[src/rtl/seq_mul_pkg.sv]
// Shared types and helpers for the sequential shift-add multiplier.
package seq_mul_pkg;

  typedef enum logic [1:0] {
    IDLE = 2'd0,
    BUSY = 2'd1,
    DONE = 2'd2
  } state_t;

  // Magnitude of a w-bit value (w in 2..32) held zero-extended in v; raw value when en=0.
  // The most negative input maps to 2^(w-1), which still fits unsigned in w bits.
  function automatic logic [31:0] abs_w(input logic [31:0] v, input logic en,
                                        input logic [5:0] w);
    logic [31:0] mask;
    logic [4:0]  msb;
    logic [31:0] r;
    mask = (w >= 6'd32) ? 32'hFFFF_FFFF : ((32'd1 << w) - 32'd1);
    msb  = w[4:0] - 5'd1;
    r    = v;
    if (en && v[msb]) r = (~v + 32'd1) & mask;
    return r;
  endfunction

endpackage

[src/rtl/add_n.sv]
// Parametrised ripple-carry adder built from a chain of full-adder cells.
module add_n #(
  parameter int N = 8
) (
  input  logic [N-1:0] a,
  input  logic [N-1:0] b,
  input  logic         cin,
  output logic [N-1:0] sum
);

  // Carry into each cell; the carry out of the top cell is not needed.
  logic [N-1:0] c;

  assign c[0] = cin;

  for (genvar i = 0; i < N; i++) begin : g_cell
    assign sum[i] = a[i] ^ b[i] ^ c[i];
    if (i < N - 1) begin : g_carry
      assign c[i+1] = (a[i] & b[i]) | (c[i] & (a[i] ^ b[i]));
    end
  end

endmodule

[src/rtl/seq_mul_n.sv]
// Sequential shift-add multiplier, one multiplier bit per clock, unsigned or signed
// per operation, with valid/ready handshakes on both sides.
module seq_mul_n
  import seq_mul_pkg::*;
#(
  parameter  int WIDTH = 8,
  localparam int CNT_W = $clog2(WIDTH + 1)
) (
  input  logic               clk,
  input  logic               rst,
  input  logic               in_valid,
  output logic               in_ready,
  input  logic [WIDTH-1:0]   a,
  input  logic [WIDTH-1:0]   b,
  input  logic               signed_mode,
  output logic               out_valid,
  input  logic               out_ready,
  output logic [2*WIDTH-1:0] p,
  output logic               busy
);

  localparam int PW = 2 * WIDTH;

  // Handshake: a transfer happens on a rising edge where valid and ready are both high.
  // in_ready is high only in IDLE; out_valid is high only in DONE, and p is stable there.

  state_t           state_q, state_d;
  logic [WIDTH-1:0] mcand_q, mplier_q;
  logic [WIDTH-1:0] mag_a, mag_b;
  logic [PW-1:0]    acc_q, p_q;
  logic [PW-1:0]    addend, acc_sum, acc_inv, acc_neg, result;
  logic [CNT_W-1:0] cnt_q;
  logic             neg_q;
  logic             last_step;

  assign mag_a = WIDTH'(abs_w(32'(a), signed_mode, 6'(WIDTH)));
  assign mag_b = WIDTH'(abs_w(32'(b), signed_mode, 6'(WIDTH)));

  assign addend    = mplier_q[0] ? ({{WIDTH{1'b0}}, mcand_q} << cnt_q) : '0;
  assign last_step = (cnt_q == CNT_W'(WIDTH - 1));

  add_n #(.N(PW)) u_acc_add (
    .a   (acc_q),
    .b   (addend),
    .cin (1'b0),
    .sum (acc_sum)
  );

  // Two's-complement negation as invert-plus-one.
  assign acc_inv = ~acc_sum;

  add_n #(.N(PW)) u_neg_add (
    .a   (acc_inv),
    .b   ({PW{1'b0}}),
    .cin (1'b1),
    .sum (acc_neg)
  );

  // A zero magnitude never picks the negated path, so the result is never -0.
  assign result = (neg_q && (acc_sum != '0)) ? acc_neg : acc_sum;

  always_comb begin
    state_d   = state_q;
    in_ready  = 1'b0;
    out_valid = 1'b0;
    busy      = 1'b0;
    case (state_q)
      IDLE: begin
        in_ready = 1'b1;
        if (in_valid) state_d = BUSY;
      end
      BUSY: begin
        busy = 1'b1;
        if (last_step) state_d = DONE;
      end
      DONE: begin
        busy      = 1'b1;
        out_valid = 1'b1;
        if (out_ready) state_d = IDLE;
      end
      default: state_d = IDLE;
    endcase
  end

  always_ff @(posedge clk) begin
    if (rst) begin
      state_q  <= IDLE;
      mcand_q  <= '0;
      mplier_q <= '0;
      acc_q    <= '0;
      cnt_q    <= '0;
      neg_q    <= 1'b0;
      p_q      <= '0;
    end else begin
      state_q <= state_d;
      case (state_q)
        IDLE: begin
          if (in_valid) begin
            mcand_q  <= mag_a;
            mplier_q <= mag_b;
            neg_q    <= signed_mode & (a[WIDTH-1] ^ b[WIDTH-1]);
            acc_q    <= '0;
            cnt_q    <= '0;
          end
        end
        BUSY: begin
          acc_q    <= acc_sum;
          mplier_q <= mplier_q >> 1;
          cnt_q    <= cnt_q + CNT_W'(1);
          if (last_step) p_q <= result;
        end
        default: ;
      endcase
    end
  end

  assign p = p_q;

endmodule

[config.mk]
export PLATFORM = sky130hd
export DESIGN_NAME = seq_mul_n
export DESIGN_NICKNAME = d
export VERILOG_FILES = /design/src/rtl/seq_mul_pkg.sv /design/src/rtl/add_n.sv /design/src/rtl/seq_mul_n.sv
export SDC_FILE = /design/constraint.sdc
export NUM_CORES = 1
export LEC_CHECK = 0
export ABC_AREA = 1
export CORE_MARGIN = 2
export CORE_UTILIZATION = 58
export DETAILED_ROUTE_END_ITERATION = 8
export GPL_ROUTABILITY_DRIVEN = 1
export PLACE_DENSITY_LB_ADDON = 0.2
export SYNTH_ARGS = -nofsm -noshare
export SYNTH_HDL_FRONTEND = slang
export SYNTH_HIERARCHICAL = 1
export SYNTH_SLANG_ARGS = --single-unit
[constraint.sdc]
create_clock -name clk -period 10.79 [get_ports clk]
set_input_delay 1.079 -clock clk [delete_from_list [all_inputs] [get_ports clk]]
set_output_delay 1.079 -clock clk [all_outputs]
set_load 0.03 [all_outputs]
# After elaboration in Yosys (flattened, before gate mapping)
# Index checks and enable logic that the tools add are counted.
[op_classes]
addsub = 3
mul = 0
div_mod_pow = 0
magnitude_cmp = 0
eq_ne = 6
shift = 1
mux = 17
bitwise_logic = 109
reduce_logical = 11
[ops]
columns = ["operator", "n"]
rows = [
  ["two-way mux 16 bit", 3],
  ["bitwise XOR 1 bit", 47],
  ["AND 1 bit", 44],
  ["one-hot mux 16 bit (2 select lines)", 1],
  ["two-way mux 8 bit", 3],
  ["adder 8 x 1 -> 8 bit (second input constant)", 2],
  ["NOT 16 bit", 1],
  ["NOT 8 bit", 2],
  ["one-hot mux 8 bit (2 select lines)", 1],
  ["nonzero test 16 bit", 1],
  ["<< shifter 8 x 4 -> 16 bit", 1],
  ["bitwise OR 1 bit", 14],
  ["one-hot mux 4 bit (2 select lines)", 1],
  ["two-way mux 2 bit", 3],
  ["!= test 2 bit (second input constant)", 3],
  ["one-hot mux 2 bit (3 select lines)", 1],
  ["AND reduction 2 bit", 3],
  ["adder 4 x 1 -> 4 bit (second input constant)", 1],
  ["equality test 4 x 3 -> 1 bit (second input constant)", 1],
  ["two-way mux 4 bit", 1],
  ["logical AND 1 bit", 3],
  ["two-way mux 1 bit", 3],
  ["AND reduction 3 bit", 1],
  ["equality test 2 x 1 -> 1 bit (second input constant)", 1],
  ["5 further kinds", 5],
]
[totals]
reg_bits = 55
latchBits = 0
ramBits = 0
rom_bits = 0
out_inout_bits = 19
word_cells = 154
memories = 0

# Longest topological paths before layout
[logic_depth]
word_depth = 49
depth_mapped = 36
depth_no_buf = 35

# Cells and area by module
# The synthesis kept the hierarchy.
[modules_own_cells]
columns = ["module", "instances", "cells_per_inst", "area_each_um2", "seq_area_each_um2"]
rows = [
  ["seq_mul_n", 1, 524, 3301.9, 1101.1],
  ["add_n at u_neg_add", 1, 30, 359.1, 0.0],
  ["add_n at u_acc_add", 1, 29, 356.6, 0.0],
]

# Least setup slack after synthesis
# OpenSTA, ideal clock, no wires.
[synth_timing]
kind = "reg2reg"
startpoint = "reg cnt_q[1]"
endpoint = "reg p_q[15], in the netlist p[15]"
setup_ns = 0.109
t_arrival_ns = 7.412
t_required_ns = 10.681
setup_slack_ns = 3.269
path_stages_with_launch = 31
n_path_buf = 2
synth_period_minus_slack_ns = 7.521
path_cell_list = "dfxtp_1 -> buf_2 -> inv_1 -> buf_2 -> nand2_1 -> nor3_1 -> fa_1 -> inv_1 -> fa_1 -> inv_1 -> fa_1 -> fa_1 -> fa_1 -> fa_1 -> fa_1 -> fa_1 -> fa_1 -> fa_1 -> fa_1 -> fa_1 -> fa_1 -> fa_1 -> inv_1 -> fa_1 -> fa_1 -> nand3_1 -> nand2_1 -> nand3_1 -> nand3_1 -> nand2_1 -> inv_1"
[synth_between]
word_cells_on_any_way = 97
classes_between = "eq/ne (1); shift (1); mux (2); bitwise (90); reduce/logical (3)"
[synth_lines]
columns = ["item", "line", "text"]
rows = [
  ["start, declared", "seq_mul_n.sv:32", "logic [CNT_W-1:0] cnt_q;"],
  ["start signal, assigned", "seq_mul_n.sv:109", "cnt_q <= cnt_q + CNT_W'(1);"],
  ["<< shifter 8 x 4 -> 16 bit", "seq_mul_n.sv:39", "assign addend = mplier_q[0] ? ({{WIDTH{1'b0}}, mcand_q} << cnt_q) : '0;"],
  ["two-way mux 16 bit", "seq_mul_n.sv:39", ""],
  ["named net addend[0]", "seq_mul_n.sv:31", "logic [PW-1:0] addend, acc_sum, acc_inv, acc_neg, result;"],
  ["AND 1 bit (2 in a row)", "add_n.sv:19", "assign c[i+1] = (a[i] & b[i]) | (c[i] & (a[i] ^ b[i]));"],
  ["bitwise OR 1 bit", "add_n.sv:19", ""],
  ["AND 1 bit", "add_n.sv:19", ""],
  ["bitwise OR 1 bit", "add_n.sv:19", ""],
  ["AND 1 bit", "add_n.sv:19", ""],
  ["[19 not listed]", "n/a", ""],
  ["bitwise XOR 1 bit", "add_n.sv:17", "assign sum[i] = a[i] ^ b[i] ^ c[i];"],
  ["named net acc_sum[13]", "seq_mul_n.sv:31", ""],
  ["NOT 16 bit", "seq_mul_n.sv:50", "assign acc_inv = ~acc_sum;"],
  ["named net acc_inv[13]", "seq_mul_n.sv:31", ""],
  ["AND 1 bit (2 in a row)", "add_n.sv:19", ""],
  ["bitwise XOR 1 bit", "add_n.sv:17", ""],
  ["named net acc_neg[15]", "seq_mul_n.sv:31", ""],
  ["two-way mux 16 bit", "seq_mul_n.sv:60", "assign result = (neg_q && (acc_sum != '0)) ? acc_neg : acc_sum;"],
  ["end signal, assigned", "seq_mul_n.sv:110", "if (last_step) p_q <= result;"],
  ["end, declared", "seq_mul_n.sv:30", "logic [PW-1:0] acc_q, p_q;"],
]
# The timed path passes the listed nets, and every way through them passes these cells.
# A chain may end at the register's enable or synchronous reset.

# Worst setup path in the final report
[layout_timing]
startpoint = "reg cnt_q[0]"
endpoint = "reg p_q[15], in the netlist p[15]"
[layout_between]
elab_chain_len = 35
word_cells_on_any_way = 97
classes_between = "eq/ne (1); shift (1); mux (2); bitwise (90); reduce/logical (3)"
[layout_rtl]
columns = ["item", "line"]
rows = [
  ["<< shifter 8 x 4 -> 16 bit *", "seq_mul_n.sv:39"],
  ["two-way mux 16 bit *", "seq_mul_n.sv:39"],
  ["named net addend[0]", "seq_mul_n.sv:31"],
  ["AND 1 bit * (2 in a row)", "add_n.sv:19"],
  ["bitwise OR 1 bit *", "add_n.sv:19"],
  ["AND 1 bit *", "add_n.sv:19"],
  ["bitwise OR 1 bit *", "add_n.sv:19"],
  ["AND 1 bit *", "add_n.sv:19"],
  ["[20 not listed]", "n/a"],
  ["bitwise OR 1 bit *", "add_n.sv:19"],
  ["AND 1 bit *", "add_n.sv:19"],
  ["bitwise OR 1 bit *", "add_n.sv:19"],
  ["bitwise XOR 1 bit *", "add_n.sv:17"],
  ["named net acc_sum[15]", "seq_mul_n.sv:31"],
  ["nonzero test 16 bit or NOT 16 bit (tied branches)", "seq_mul_n.sv:60, seq_mul_n.sv:50"],
  ["logical AND 1 bit or bitwise XOR 1 bit (tied branches)", "seq_mul_n.sv:60, add_n.sv:17"],
  ["two-way mux 16 bit *", "seq_mul_n.sv:60"],
]
# Mark *: on every way through the listed nets, which the timed path passes. The rest lies on a longest branch.

==> metrics.md <==
| Metric | Value |
|---|---|
| Prevailing post-synth register cell | dfxtp_1 |
| Core box area | 6760 um2 |
| Drt first pass iters | 4 |
| Endpoints failing setup | 0 |
| CP dominant cell by count | fa_1 |
| Slew HR | 0.339 |
| Measured slew at the worst slew-check pin | 992 ps |
| Post-DP HPWL | 6190 um |
| Row Count | 30 |
| Outcome | complete, no violations |
| Critical path class | flop to flop |
| First-pass GRT wire length | 14500 um |
| Buf+Inv Stages, Crit Path | 6 |
| CTS tree | built |
| CP required | 11010 ps |
| Placer Congestion | 0.873 |
| Max-cap viol count | 0 |
| Cts hold-fix bufs | 0 |
| Clk buf depth | 2 |
| DIE AREA | 7610 um2 |
| Post-route ant nets | 0 |
| ANT cells | 0 |
| I/O pins | 40 |
| Min Clock Period, post-route | 8240 ps |
| Synth cell types | 33 |
| GRT Total Usage | 0.237 |
| Max Clk Rate | 121 MHz |
| Initial antenna violation count | 0 |
| Worst-Skew Late Latency | 310 ps |
| Grt ovf | 0 |
| Synth warn | 6 |
| Part of the Yosys area used for sequential elements | 0.274 |
| Clk_skew | 5.22 ps |
| Area contributors post-synth | dfxtp_1 (27%), fa_1 (15%), nand2_1 (13%) |
| Final #Nets | 678 |
| WP data arrival | 8460 ps |
| Power density cells | 168 nW/um2 |
| Fin Hold WS | 476 ps |
| Synth Area per Inst | 6.89 um2 |
| Initial detailed-routing violation count | 161 |
| RSZ-0062 raised after global routing | false |
| Initial Util | 0.595 |
| DR vias/cell | 5.09 |
| Critical Path Start | cnt_q[0] |
| R2R setup slack | 2550 ps |
| H-tree Lvls | 2 |
| Slowest cell on the critical path | dfxtp_1 |
| Max stage delay on crit path | 550 ps |
| Cells after DPL | 694 |
| Largest net degree at the start of global routing | 31 |
| Max layer used | met4 |
| WL met3 | 435 um |
| Pins over their slew limit | 0 |
| Vias in the first global route | 3397 |
| CTS buffer count | 5 |
| Delay-heaviest family, CP | adder cells |
| Critical Path Stages | 34 |
| I/O Buffers | 39 |
| Non-Filler Instances | 702 |
| R2r startpoint | cnt_q[0] |
| DR vias | 3576 |
| WL/cell | 11.4 um |
| CTS sink cnt | 55 |
| LEAKAGE | 2.00 nW |
| CP max FO | 15 |
| Depth of the worst register-to-register path | 34 |
| CTS root buf | clkbuf_8 |
| Gates resized, CTS repair | 0 |
| Worst-path clk slew | 100 ps |
| Final wirelength | 8030 um |
| Post-CTS Setup Repair Bufs | 0 |
| Post-Synthesis Cells | 583 |
| Cell accounting for the most synthesized area | dfxtp_1 |
| RR Endpoint | p[15] |
| Peak supply drop | 0.183 mV |
| Post-route DRC | 0 |
| Hold WC Path Type | flop to flop |
| Share of layout cells above drive strength 1 | 0.0434 |
| Mapped Area | 4020 um2 |
| Sum of negative setup slack | 0 ps |
| Final period util | 0.763 |
| Area growth syn-to-layout | 13.5% |
| CP Capture Type | flop |
| M1 WL | 3510 um |
| Async S/R FF share, synth | 0 |
| #FFs+latches synth | 55 |
| Number of synthesized flops with an enable pin | 0 |
| Die X | 87.2 um |
| End of the critical path | p[15] |
| Worst Setup Start Kind | flop |
| Fill cell count | 622 |
| Yosys top cell area share | 0.274 |
| Die Y | 87.2 um |
| Core Util, Final | 0.675 |
| Met2 routed WL | 3930 um |
| Hold Violations, Final | 0 |
layout by cell type (no fill, tap or decap), types with 2 or more instances in the layout:
master           Yosys  layout
a21oi_1             43      43
o22ai_1              2       2
ha_1                 6       6
o21ai_1              5       5
clkbuf_8             0       6
clkinv_1             2       2
inv_2                5       5
conb_1               2      20
nor3_1               7       7
or2_2                2       2
nor2_2               5       5
o21ai_0             27      27
nand2_2              3       3
clkdlybuf4s50_1      0      39
nand2_1            144     144
a211oi_1             2       2
xor2_1               5       5
dfxtp_1             55      55
a31oi_1              2       2
inv_1               78      78
nand4_1              2       2
fa_1                30      30
o211ai_1             4       4
nor2_1              46      46
o21a_1              14      14
nand3_1             60      60
registers in the layout, indices dropped and copies added, names as in the netlist:
name	count
acc_q	16
cnt_q	4
mcand_q	8
mplier_q	8
neg_q	1
p	16
state_q	2
report_power, final:
group	leakage [nW]	total [mW]	internal (mW)	switching, mW
clock	0.0612	0.143	0.0752	0.0679
sequential	0.447	0.253	0.229	0.0239
combinational	1.49	0.368	0.120	0.248
worst min path at each step:
stage | end | slack [ps] | startpoint | depth (start not counted)
floorplan | acc_q[1] | 440 | acc_q[1] | 2
detailed placement | mplier_q[6] | 460 | mplier_q[6] | 2
global route | mplier_q[4] | 490 | mplier_q[4] | 2
global placement | acc_q[1] | 450 | acc_q[1] | 2
finish | mplier_q[7] | 480 | mplier_q[7] | 2
CTS | mplier_q[6] | 480 | mplier_q[6] | 2
worst reg2reg max path, delay by kind of cell (launching register included):
family	cells	cell delay, ps
buf+inv	6	520
simple gates	13	1370
flops	1	550
fa+ha+maj	15	5700
metrics by stage:
stage	setup slack (ps)	cell area [um2]	power (mW)
final	2550	4560	0.764
after global routing	1950	4560	0.832
after CTS	2560	4560	0.768
after detailed placement	2580	4440	0.625
after global placement	2740	4440	0.618
after floorplan	3270	4090	0.559
synth_stat cells (4+ instances only):
library cell / n
fa_1: 30
o21ai_1: 5
o21a_1: 14
clkbuf_1: 9
xor2_1: 5
inv_2: 5
nor3_1: 7
a21oi_1: 43
nor2_1: 46
nand2_1: 144
inv_1: 78
o211ai_1: 4
buf_2: 12
nor2_2: 5
dfxtp_1: 55
nand3_1: 60
o21ai_0: 27
ha_1: 6
kinds of logic after synthesis:
kind of cell | after synthesis | share of synthesized area
other | 2 | 0.00187
AND/OR/NAND/NOR | 273 | 0.290
AO/OA/AOI/OAI | 100 | 0.141
XOR/XNOR | 5 | 0.0109
flip-flops | 55 | 0.274
buffers and inverters | 112 | 0.114
adder cells (fa/ha/maj) | 36 | 0.168
per-layer routing:
layer	vias up	track usage
met5	-	0
met4	0	0.0769
met3	14	0.0370
met2	98	0.417
met1	1577	0.296
li1	1887	-
final cells by class:
cell class                 instances  area (um2)  area share
clock buffer                       6        82.6      0.0181
tap                               80         100      0.0219
sequential                        55        1100       0.241
clock inverter                     2        35.0     0.00768
inverter                          85         319      0.0699
multi-input combinational        434        2530       0.554
timing repair buffer              40         398      0.0872
Power figures use the tool's default switching activity.
==> edit 1, RTL diff (same flow settings) <==
Register the input `signed_mode` before use, without a reset. The logic sees it one clock later. The other inputs are not delayed to match.
--- a/src/rtl/seq_mul_n.sv
+++ b/src/rtl/seq_mul_n.sv
@@ -23,2 +23,8 @@
 
+  logic signed_mode_q;
+
+  always_ff @(posedge clk) begin
+    signed_mode_q <= signed_mode;
+  end
+
   // Handshake: a transfer happens on a rising edge where valid and ready are both high.
@@ -35,4 +41,4 @@
 
-  assign mag_a = WIDTH'(abs_w(32'(a), signed_mode, 6'(WIDTH)));
-  assign mag_b = WIDTH'(abs_w(32'(b), signed_mode, 6'(WIDTH)));
+  assign mag_a = WIDTH'(abs_w(32'(a), signed_mode_q, 6'(WIDTH)));
+  assign mag_b = WIDTH'(abs_w(32'(b), signed_mode_q, 6'(WIDTH)));
 
@@ -100,3 +106,3 @@
             mplier_q <= mag_b;
-            neg_q    <= signed_mode & (a[WIDTH-1] ^ b[WIDTH-1]);
+            neg_q    <= signed_mode_q & (a[WIDTH-1] ^ b[WIDTH-1]);
             acc_q    <= '0;
Formal check against the unedited RTL: not equivalent (Yosys sat finds a counterexample within 10 cycles, from zero or initial values and one cycle with rst high).
==> edit 1 against the original RTL <==
- routed wire length rose by 17%
- hold slack lost 0.0064 ns
- critical path depth shrank 3
- sequential cell count up 1
- cell area is 0.16% lower
- setup slack got worse by 0.12 ns
- power decreased by 1.2%
- synthesized cell count is 0.69% lower
- cell count fell by 0.28%
- global-route usage is 3.0 points higher
- area after synthesis is 0.19% higher
- combinational power grew 1%
- largest cell class unchanged
- highest routed layer unchanged
==> edit 1: results (changes against the original RTL) <==
[routing]
count_of_vias_placed_by_the_detailed_router=3737  ; was 3576
met3RoutedLength_um=391  ; was 435 um
detailroute.wirelength.met2_um=4350  ; was 3930 um
detail_route.iter0.violations=247  ; was 161
number_of_vias_per_cell=5.34  ; was 5.09
totalWireLength_um=9360  ; was 8030 um

[cells_and_area]
post-route-cell-area_mm2=0.00455  ; was 0.00456 mm2
nFillCells=628  ; was 622
drive_gt1_share_pct=4.35  ; was 4.34%

[worst_setup_path]
critical-path-max-stage-delay_ns=0.58  ; was 0.55 ns
worst-path-max-fanout=14  ; was 15

[sta]
max_slew.worst_pin.slew_ns=0.820  ; was 0.992 ns

[placed_design]
dp_hpwl_um=7120  ; was 6190 um
routabilityCongestion=0.930  ; was 0.873
dpl_cell_area_mm2=0.00446  ; was 0.00444 mm2
numPlacedInstances=692  ; was 694

[yosys]
post_synth.cell_area_avg_um2=6.95  ; was 6.89 um2
ys_seq_area_share_pct=27.9  ; was 27.4%
synth.top_cells.by_area=sky130_fd_sc_hd__dfxtp_1, sky130_fd_sc_hd__fa_1, sky130_fd_sc_hd__nand2_1, sky130_fd_sc_hd__nand3_1, sky130_fd_sc_hd__inv_1  ; unchanged
yosys.cell_types.count=34  ; was 33
synthesis.area_mm2=0.00403  ; was 0.00402 mm2

[power]
power.ir.vdd_worst_v=0.0000971  ; was 0.000183 V

[run_status]
run_status=finished, final reports clean  ; unchanged

[global_routing]
via_count_of_the_first_global_routing_pass=3567  ; was 3397
global_route.usage.total_pct=26.7  ; was 23.7%

edit 1: layout make-up:
class / instances / area share (%)
well taps: 80 / 2.20
clock inverters: 1 / 0.165
multi-input cells: 431 / 55.2
inverters: 83 / 6.84
repair buffers: 42 / 9.07
flip-flops and latches: 56 / 24.6
clock buffers: 7 / 1.90
edit 1: final timing paths:
path / startpoint / to / slack (ns) / cells past startpoint
setup / recovery: cnt_q[1]$_SDFFE_PP0P_ / p[4]$_SDFFE_PP0P_ / 2.44 / 31
hold / removal: mplier_q[2]$_SDFFE_PP0P_ / mplier_q[2]$_SDFFE_PP0P_ / 0.47 / 2
setup reg to reg: cnt_q[1]$_SDFFE_PP0P_ / p[4]$_SDFFE_PP0P_ / 2.44 / 31
hold reg to reg: mplier_q[2]$_SDFFE_PP0P_ / mplier_q[2]$_SDFFE_PP0P_ / 0.47 / 2
edit 1: power by group through the flow:
| stage | registers, uW | clock network (uW) | logic [uW] |
|---|---|---|---|
| 2_1_floorplan | 250 | 0 | 299 |
| 3_3_place_gp | 261 | 0 | 357 |
| 3_5_place_dp | 263 | 0 | 368 |
| 4_1_cts | 259 | 127 | 369 |
| 5_1_grt | 263 | 135 | 419 |
| 6_report | 259 | 124 | 372 |
edit 1: layer usage:
layer / vias up / track usage, %
met5: - / 0
met4: 0 / 6.99
met3: 10 / 3.98
met2: 83 / 43.0
met1: 1752 / 37.6
li1: 1892 / -
edit 1: cell families (layout without fill, tap and decap cells):
family	count (synthesis)	in the layout	synth area share, %
AND/OR/NAND/NOR	269	269	28.3
buffers and inverters	110	133	11.3
AO/OA/AOI/OAI	100	100	14.2
flip-flops	56	56	27.9
adder cells (fa/ha/maj)	36	36	16.8
XOR/XNOR	6	6	1.31
other	2	20	0.187
==> edit 2, RTL diff (same flow settings) <==
Made on the original files. Set the parameter `WIDTH` to 4 (it was 8).
--- a/src/rtl/seq_mul_n.sv
+++ b/src/rtl/seq_mul_n.sv
@@ -5,3 +5,3 @@
 #(
-  parameter  int WIDTH = 8,
+  parameter  int WIDTH = 4,
   localparam int CNT_W = $clog2(WIDTH + 1)
Interface: changed (resized a, b and p); port bits go from 40 to 24. No check against the original RTL was run, so the function may have changed too.
==> edit 2 against the original RTL <==
- sequential cell count is 25 lower
- critical path depth is 15 lower
- cell area is 47% lower
- area after synthesis is 49% lower
- routed wire length is 46% lower
- clock power is 42% lower
- setup slack better by 3.6 ns
- power is 44% lower
- critical endpoint is now p[7]$_SDFFE_PP0P_
==> edit 2: results (changes against the original RTL) <==
[placed_design]
dp_hpwl_um=3360  ; was 6190 um
placement.io_buffers=23  ; was 39
detailedPlace.worstSlack_ns=6.24  ; was 2.58 ns
routabilityCongestion=0.927  ; was 0.873

[global_routing]
first_pass_grt_wire_length_um=7570  ; was 14500 um
via_count_of_the_first_global_routing_pass=1750  ; was 3397
grt_max_degree=17  ; was 31
global_route.usage.total_pct=24.0  ; was 23.7%

[clock_network]
clock_tree.root_cell=sky130_fd_sc_hd__clkbuf_4  ; was sky130_fd_sc_hd__clkbuf_8
post_cts_resize_count=0  ; unchanged
clk-insertion-delay-late_ns=0.32
post-cts-setup-buffer-count=0  ; unchanged

[power]
switchingPower_uw=186  ; was 340 uW
power.ir.vdd_worst_v=0.000130  ; was 0.000183 V
power.static_leakage_uw=0.00108  ; was 0.00200 uW

[yosys]
synth_compound_gate_area_share_pct=15.6  ; was 14.1%
synth.area.mux_share_pct=0  ; unchanged
ys_seq_area_share_pct=29.6  ; was 27.4%
arithmetic_cell_share_of_the_synthesized_area_counting_full_adders_half_adders_and_majority_gates_pct=18.1  ; was 16.8%
yosys.area_share.xor_xnor_pct=0.863  ; was 1.09%
synth_commonest_cells=sky130_fd_sc_hd__nand2_1, sky130_fd_sc_hd__inv_1, sky130_fd_sc_hd__nor2_1  ; was sky130_fd_sc_hd__nand2_1, sky130_fd_sc_hd__inv_1, sky130_fd_sc_hd__nand3_1
yosys.cell_types.count=33  ; unchanged
synth.top_cells.by_area=sky130_fd_sc_hd__dfxtp_1, sky130_fd_sc_hd__fa_1, sky130_fd_sc_hd__nand2_1, sky130_fd_sc_hd__inv_1, sky130_fd_sc_hd__a21oi_1  ; was sky130_fd_sc_hd__dfxtp_1, sky130_fd_sc_hd__fa_1, sky130_fd_sc_hd__nand2_1, sky130_fd_sc_hd__nand3_1, sky130_fd_sc_hd__inv_1

[worst_setup_path]
critical-path-max-stage-delay_ns=0.59  ; was 0.55 ns
critPathArrivalTime_ns=4.88  ; was 8.46 ns
worst-path-max-fanout=9  ; was 15
slowest_stage=sky130_fd_sc_hd__fa_1  ; was sky130_fd_sc_hd__dfxtp_1

[routing]
detail_route.iter0.violations=149  ; was 161
routedWlPerCell_um=11.7  ; was 11.4 um
drt-pass1-iter-count=4  ; unchanged
count_of_vias_placed_by_the_detailed_router=1852  ; was 3576

[cells_and_area]
drive_gt1_share_pct=4.89  ; was 4.34%
layout.nets=360  ; was 678

[sta]
max_slew.worst_pin.slew_ns=0.776  ; was 0.992 ns
final.setup_skew_ns=0.00440  ; was 0.00522 ns

[run_status]
run_status=finished, final reports clean  ; unchanged

edit 2: cell count changes after synthesis, sizes merged, moves of 7 or more:
cell,before,now
nand2,148,73
nand3,61,11
inv,83,51
dfxtp,55,30
nor2,51,33
fa,30,14
a21oi,43,28
o21a,14,0
buf,18,5
clkbuf,9,1
o21ai,33,25
nor3,7,0
edit 2: path summary, 6_finish.rpt:
kind	start	end	slack, ns	cells past startpoint
worst max-delay path	cnt_q[1]$_SDFFE_PP0P_	p[7]$_SDFFE_PP0P_	6.17	19
worst min-delay path	acc_q[1]$_SDFFE_PP0P_	acc_q[1]$_SDFFE_PP0P_	0.47	2
worst max register to register	cnt_q[1]$_SDFFE_PP0P_	p[7]$_SDFFE_PP0P_	6.17	19
worst min register to register	acc_q[1]$_SDFFE_PP0P_	acc_q[1]$_SDFFE_PP0P_	0.47	2
edit 2: kinds of logic after synthesis:
logic type / Yosys count
compound gates: 58
fa+ha+maj: 21
buf+inv: 58
xor+xnor: 2
other cells: 2
simple gates: 121
flops: 30
edit 2: power groups by stage:
stage          Sequential [uW]  Combinational, uW  Clock, uW
2_1_floorplan              138                164          0
3_3_place_gp               145                198          0
3_5_place_dp               145                200          0
4_1_cts                    143                202       85.4
5_1_grt                    146                229       90.4
6_report                   143                203       83.2
edit 2: through the flow:
stage / area (um2) / instances / hold WS [ns] / power, uW
after floorplan: 2070 / 302 / 0.438 / 302
after global placement: 2320 / 365 / 0.456 / 343
after detailed placement: 2320 / 365 / 0.461 / 346
after CTS: 2400 / 373 / 0.475 / 430
after global routing: 2400 / 373 / 0.486 / 465
final: 2400 / 373 / 0.474 / 429
edit 2: final cells by class:
| class | count | area [um2] |
|---|---|---|
| Multi-Input combinational cell | 214 | 1230 |
| Fill cell | 290 | 940 |
| Sequential cell | 30 | 601 |
| Timing Repair Buffer | 23 | 230 |
| Inverter | 52 | 195 |
| Clock buffer | 8 | 78.8 |
| Tap cell | 46 | 57.6 |
edit 2: layer usage:
layer  vias to the layer above  global-route usage, %  wire, um
met5                         -                      0         0
met4                         0                   8.33        65
met3                         7                   4.64       210
met2                        47                   38.3      2000
met1                       835                   32.6      2090
li1                        963                      -         -
edit 2: worst max-delay path, delay by kind of cell, from the launching register on:
| family | cells | cell delay (ns) |
|---|---|---|
| fa+ha+maj | 8 | 3.16 |
| flops | 1 | 0.47 |
| buf+inv | 5 | 0.41 |
| simple gates | 5 | 0.40 |
| compound gates | 1 | 0.12 |
